**src/rtl/ahb_master_bridge.sv**
```systemverilog
// ahb_master_bridge: AHB-Lite master that turns single read/write requests
// (valid/ready) into NONSEQ SINGLE transfers. The address phase of request
// N+1 overlaps the data phase of request N.
//
// Build option: AHB_MASTER_TIMEOUT_EN adds a wait-state watchdog driving
// o_timeout. Without it, o_timeout is tied low.
//
// Ports
//   i_clk_ahb, i_rstn_ahb        : AHB clock, async active-low reset
//   i_valid/o_ready              : request handshake (o_ready combinational)
//   i_rd0_wr1, i_size, i_addr,
//   i_wr_data                    : request payload
//   o_rd_valid/o_rd_data         : read completion pulse and data
//   o_wr_done, o_err             : write OKAY / ERROR completion pulses
//   o_timeout                    : sticky wait-state timeout flag
//   o_h*                         : AHB master outputs
//   i_hready, i_hresp, i_hrdata  : AHB slave responses
module ahb_master_bridge #(
  parameter int unsigned DATA_WIDTH     = 32,
  parameter int unsigned ADDR           = 32,
  parameter int unsigned TIMEOUT_CYCLES = 256
) (
  input  logic                  i_clk_ahb,
  input  logic                  i_rstn_ahb,
  input  logic                  i_valid,
  output logic                  o_ready,
  input  logic                  i_rd0_wr1,
  input  logic [2:0]            i_size,
  input  logic [ADDR-1:0]       i_addr,
  input  logic [DATA_WIDTH-1:0] i_wr_data,
  output logic                  o_rd_valid,
  output logic [DATA_WIDTH-1:0] o_rd_data,
  output logic                  o_wr_done,
  output logic                  o_err,
  output logic                  o_timeout,
  output logic [1:0]            o_htrans,
  output logic [ADDR-1:0]       o_haddr,
  output logic                  o_hwrite,
  output logic [2:0]            o_hsize,
  output logic [2:0]            o_hburst,
  output logic [3:0]            o_hprot,
  output logic                  o_hmastlock,
  output logic [DATA_WIDTH-1:0] o_hwdata,
  input  logic                  i_hready,
  input  logic                  i_hresp,
  input  logic [DATA_WIDTH-1:0] i_hrdata
);

  localparam logic [1:0] HTRANS_IDLE   = 2'b00;
  localparam logic [1:0] HTRANS_NONSEQ = 2'b10;

  // State bits are {A, D}: address phase on bus, data phase on bus.
  typedef enum logic [1:0] {
    S_IDLE      = 2'b00,
    S_DATA      = 2'b01,
    S_ADDR      = 2'b10,
    S_ADDR_DATA = 2'b11
  } state_t;

  state_t                state_q, state_d;
  logic                  a_q, d_q, a_n, d_n;
  logic                  err_hold_q, err_hold_d;
  logic                  d_write_q, d_write_d;
  logic [DATA_WIDTH-1:0] wr_data_q, wr_data_d;
  logic [1:0]            htrans_d;
  logic [ADDR-1:0]       haddr_d;
  logic                  hwrite_d;
  logic [2:0]            hsize_d;
  logic [DATA_WIDTH-1:0] hwdata_d;
  logic                  rd_valid_d, wr_done_d, err_d;
  logic [DATA_WIDTH-1:0] rd_data_d;
  logic                  accept, done, err_first;

  assign a_q = state_q[1];
  assign d_q = state_q[0];

  assign o_hburst    = 3'b000;
  assign o_hprot     = 4'b0011;
  assign o_hmastlock = 1'b0;

  // Pipeline may advance when the address phase is free or being sampled.
  assign o_ready   = (!a_q || i_hready) && !err_hold_q;
  assign accept    = i_valid && o_ready;
  assign done      = d_q && i_hready;
  assign err_first = d_q && i_hresp && !i_hready && !err_hold_q;

  // State register and all registered outputs.
  always_ff @(posedge i_clk_ahb or negedge i_rstn_ahb) begin
    if (!i_rstn_ahb) begin
      state_q    <= S_IDLE;
      err_hold_q <= 1'b0;
      d_write_q  <= 1'b0;
      wr_data_q  <= '0;
      o_htrans   <= HTRANS_IDLE;
      o_haddr    <= '0;
      o_hwrite   <= 1'b0;
      o_hsize    <= 3'b010;
      o_hwdata   <= '0;
      o_rd_valid <= 1'b0;
      o_rd_data  <= '0;
      o_wr_done  <= 1'b0;
      o_err      <= 1'b0;
    end else begin
      state_q    <= state_d;
      err_hold_q <= err_hold_d;
      d_write_q  <= d_write_d;
      wr_data_q  <= wr_data_d;
      o_htrans   <= htrans_d;
      o_haddr    <= haddr_d;
      o_hwrite   <= hwrite_d;
      o_hsize    <= hsize_d;
      o_hwdata   <= hwdata_d;
      o_rd_valid <= rd_valid_d;
      o_rd_data  <= rd_data_d;
      o_wr_done  <= wr_done_d;
      o_err      <= err_d;
    end
  end

  // Next-state and next-output logic.
  always_comb begin
    a_n        = a_q;
    d_n        = d_q;
    err_hold_d = err_hold_q;
    d_write_d  = d_write_q;
    wr_data_d  = wr_data_q;
    htrans_d   = o_htrans;
    haddr_d    = o_haddr;
    hwrite_d   = o_hwrite;
    hsize_d    = o_hsize;
    hwdata_d   = o_hwdata;
    rd_valid_d = 1'b0;
    rd_data_d  = o_rd_data;
    wr_done_d  = 1'b0;
    err_d      = 1'b0;

    if (o_ready) begin
      a_n = accept;
      // Address phase sampled by the slave: it becomes the data phase.
      if (a_q) begin
        hwdata_d  = wr_data_q;
        d_write_d = o_hwrite;
      end
      // A stalled data phase with no address phase must not be dropped.
      if (!d_q || i_hready) d_n = a_q;
      if (accept) begin
        haddr_d   = i_addr;
        hwrite_d  = i_rd0_wr1;
        hsize_d   = i_size;
        wr_data_d = i_wr_data;
      end
      htrans_d = accept ? HTRANS_NONSEQ : HTRANS_IDLE;
    end

    // Two-cycle ERROR: drop to IDLE, then replay any pending address phase.
    if (err_first) begin
      err_hold_d = 1'b1;
      htrans_d   = HTRANS_IDLE;
    end else if (err_hold_q && i_hready) begin
      err_hold_d = 1'b0;
      d_n        = 1'b0;
      htrans_d   = a_q ? HTRANS_NONSEQ : HTRANS_IDLE;
    end

    if (done) begin
      if (i_hresp) begin
        err_d = 1'b1;
      end else if (d_write_q) begin
        wr_done_d = 1'b1;
      end else begin
        rd_valid_d = 1'b1;
        rd_data_d  = i_hrdata;
      end
    end

    state_d = state_t'({a_n, d_n});
  end

`ifdef AHB_MASTER_TIMEOUT_EN
  localparam int unsigned TCW = $clog2(TIMEOUT_CYCLES);

  logic [TCW-1:0] tmo_cnt_q;

  // Counts consecutive stalled data-phase cycles; saturates at the limit.
  always_ff @(posedge i_clk_ahb or negedge i_rstn_ahb) begin
    if (!i_rstn_ahb) begin
      tmo_cnt_q <= '0;
      o_timeout <= 1'b0;
    end else if (d_q && !i_hready) begin
      if (tmo_cnt_q == TCW'(TIMEOUT_CYCLES - 1)) begin
        o_timeout <= 1'b1;
      end else begin
        tmo_cnt_q <= tmo_cnt_q + TCW'(1);
      end
    end else begin
      tmo_cnt_q <= '0;
    end
  end
`else
  // Watchdog not built; the parameter is still referenced to keep it live.
  assign o_timeout = (TIMEOUT_CYCLES < 2) && 1'b0;
`endif

endmodule

```
**config.mk**
```make
export PLATFORM = sky130hd
export DESIGN_NAME = ahb_master_bridge
export DESIGN_NICKNAME = d
export VERILOG_FILES = /design/src/rtl/ahb_master_bridge.sv
export SDC_FILE = /design/constraint.sdc
export NUM_CORES = 1
export LEC_CHECK = 0
export CORE_ASPECT_RATIO = 0.75
export CORE_MARGIN = 10
export CORE_UTILIZATION = 30
export CTS_CLUSTER_DIAMETER = 80
export DETAILED_ROUTE_END_ITERATION = 12
export MAX_ROUTING_LAYER = met4
export PLACE_DENSITY_LB_ADDON = 0.15
export SYNTH_ARGS = -nofsm -noshare
export SYNTH_HDL_FRONTEND = slang
export SYNTH_SLANG_ARGS = --single-unit
```
**constraint.sdc**
```tcl
create_clock -name i_clk_ahb -period 3.3 [get_ports i_clk_ahb]
set_input_delay 0.66 -clock i_clk_ahb [delete_from_list [all_inputs] [get_ports i_clk_ahb]]
set_output_delay 0.66 -clock i_clk_ahb [all_outputs]
set_load 0.01 [all_outputs]
```
==> results.md <==
* Final nets at 643
* Fillers at 1488
* Buf/Inv on CP at 2
* Area grow syn2layout at 55.2%
* CP Max Fanout at 7
* CTS root buf: clkbuf_16
* Setup CP Type: primary input to primary output
* Vias in the first global route at 3752
* CTS tree: built
* Detail Placement HPWL at 10.4 mm
* Congestion Overflow GR at 0
* Mapped Area at 5290 um^2
* Max clock buf depth at 2
* WL/cell at 18.0 um
* Peak VDD IR at 335 uV
* Post-Syn Area per Cell at 16.5 um^2
* Core Box Area at 17100 um^2
* Seq/Total Area, Yosys at 66.2%
* Largest net degree at the start of global routing at 69
* Post-CTS Setup Bufs at 0
* DR vias at 3381
* Final Max Slew Viols at 0
* Resize count post-CTS at 0
* P_leak at 3.39 nW
* PD cells at 800 nW/um^2
* DIE AREA at 23400 um^2
* First-pass GRT wire length at 22.3 mm
* Util after Layout at 48.1%
* Sink Count at 140
* Setup TNS at 0 ns
* Worst slack, placed at 0.599 ns
* Fraction of registers with async set/reset at 100%
* Clk Latency, worst-skew pair at 0.41 ns
* CP endpoint kind: primary output
* Critical Path AT at 2.05 ns
* Slowest-stage cell, CP: clkdlybuf4s50_1
* Tmin final at 2.71 ns
* Initial drt markers at 129
* Yosys Warn Count at 0
* Final Hold Fails at 0
* Drt total wl at 14.2 mm
* Number of I/O pins at 220
* Hold-fix buffer count after cts at 0
* EDFF count, synth at 0
* Min-Delay Path Class: primary input to async pin
* Synth top area share at 65.7%
* Max Fclk at 0.368 GHz
* Port buffer count at 209
* Die span in y at 135 um
* Actual slew at the worst max-slew pin at 0.558 ns
* Ranking of synthesized cells by area: dfrtp_1, mux2_2, mux2_1, buf_4, buf_2
* Synth cell types at 22
* Crit-path cells: clkdlybuf4s50_1, nor2b_1, nor2_1, clkdlybuf4s50_1
* Setup crit start kind: primary input
* Starting density of the core at 31.0%
* Share of cells above drive strength 1 at 26.8%
* CTS clk-pin slew, worst paths at 0.06 ns
* Cell family with most CP delay: buffers and inverters
* Post-synth top cells: dfrtp_1, mux2_2, mux2_1
* Worst Skew at 0.0105 ns
* Drt drc at 0
* RSZ-0062 raised after global routing: no
* Initial antenna violation count at 2
* Finished Layout Cells at 787
* Max_cap viols at 0
* Most frequent cell on the critical path: clkdlybuf4s50_1
* Vias per inst at 4.30
* Cells after Synth at 320
* Outcome: complete, no violations
* Tot GR Track Use at 12.7%
* Synthesized flop and latch total at 140
* Routed Antenna Nets at 0
* H-tree depth at 4
* Most common flop cell mapped by yosys: dfrtp_1
* Die Wd at 173 um
* DRT Pass-1 Iters at 4
* Floorplan row count at 41
* Dpl cells at 755
* Cts bufs inserted at 17
* Relative max-transition margin at 62.8%
* Final worst slack at 0.586 ns
* CP peak stage delay at 0.59 ns
* Placer Congestion at 0.764
* Cell taking the most area after synthesis: dfrtp_1
* Most instantiated library cell after synthesis: dfrtp_1
* Worst EP required at 2.64 ns
* Final worst-path cycle share at 82.2%
* Endpoints failing setup at 0
registers in the layout, indices dropped and copies added, names as in the netlist:
signal      count
o_htrans        1
o_rd_valid      1
wr_data_q      32
o_rd_data      32
o_hsize         3
o_hwrite        1
o_hwdata       32
d_write_q       1
o_haddr        32
err_hold_q      1
o_wr_done       1
state_q         2
o_err           1
worst reg2reg max path, delay by kind of cell, from the launching register on:
kind / cells / cell delay [ns]
buf+inv: 1 / 0.35
flops: 1 / 0.44
mux: 1 / 0.43
simple gates: 2 / 0.39
final timing paths:
path / cells past startpoint / to / slack [ns] / start
min in group i_clk_ahb: 1 / o_haddr[23] / 0.48 / o_haddr[23]
setup reg to reg: 4 / wr_data_q[4] / 1.57 / err_hold_q
setup / recovery: 4 / o_ready / 0.59 / i_hready
hold / removal: 1 / o_haddr[22] / 0.21 / i_rstn_ahb
hold reg to reg: 1 / o_haddr[23] / 0.48 / o_haddr[23]
max in group asynchronous: 2 / wr_data_q[14] / 2.31 / i_rstn_ahb
stage by stage:
step                      power [mW]  hold WS [ns]  area (um^2)
after floorplan                 3.41         0.364         5320
after global placement          4.70         0.467         7630
after detailed placement        4.76         0.476         7630
after CTS                       6.69         0.224         8210
after global routing            6.95         0.243         8210
final                           6.57         0.215         8210
cell usage in the layout (no fill, tap or decap), types with 3 or more instances in the layout:
cell             netlist  routed
buf_4                 12       3
bufinv_16              0       3
clkbuf_16              0      17
clkdlybuf4s50_1        0     208
clkinv_2               0       4
clkinvlp_4             0       3
conb_1                 2      10
dfrtp_1              139     139
mux2_1                24      24
mux2_2               109     109
nand2_1                4       4
logic make-up (layout without fill, tap and decap cells):
| logic type | after synthesis | in the layout | share of synthesized area, % |
|---|---|---|---|
| compound gates | 6 | 6 | 0.709 |
| buf+inv | 25 | 246 | 3.00 |
| flops | 140 | 140 | 66.2 |
| mux | 133 | 133 | 28.3 |
| other cells | 2 | 12 | 0.142 |
| simple gates | 14 | 14 | 1.63 |
cell type report:
class | instances | area, um^2 | share of cell area, %
Antenna cell | 2 | 5.00 | 0.0609
Clock buffer | 18 | 429 | 5.23
Clock inverter | 12 | 150 | 1.83
Inverter | 2 | 7.51 | 0.0914
Multi-Input combinational cell | 163 | 1660 | 20.3
Sequential cell | 140 | 3500 | 42.7
Tap cell | 236 | 295 | 3.60
Timing Repair Buffer | 214 | 2160 | 26.3
metal layers:
| layer | part of all wire, % | vias to the layer above | global-route usage [%] | routed length (um) |
|---|---|---|---|---|
| met5 | 0 | - | - | 0 |
| met4 | 0.92 | 0 | 3.58 | 131 |
| met3 | 10 | 11 | 6.77 | 1480 |
| met2 | 43 | 148 | 17.8 | 6150 |
| met1 | 45 | 1681 | 15.5 | 6420 |
| li1 | - | 1541 | - | - |
report_power, final:
part	total [mW]	leakage [nW]	internal [mW]	switching, mW
Sequential	2.58	1.65	2.29	0.291
Combinational	2.10	1.46	1.34	0.767
Clock	1.88	0.277	1.18	0.710
Note: power is estimated with default switching activity, not from simulation.
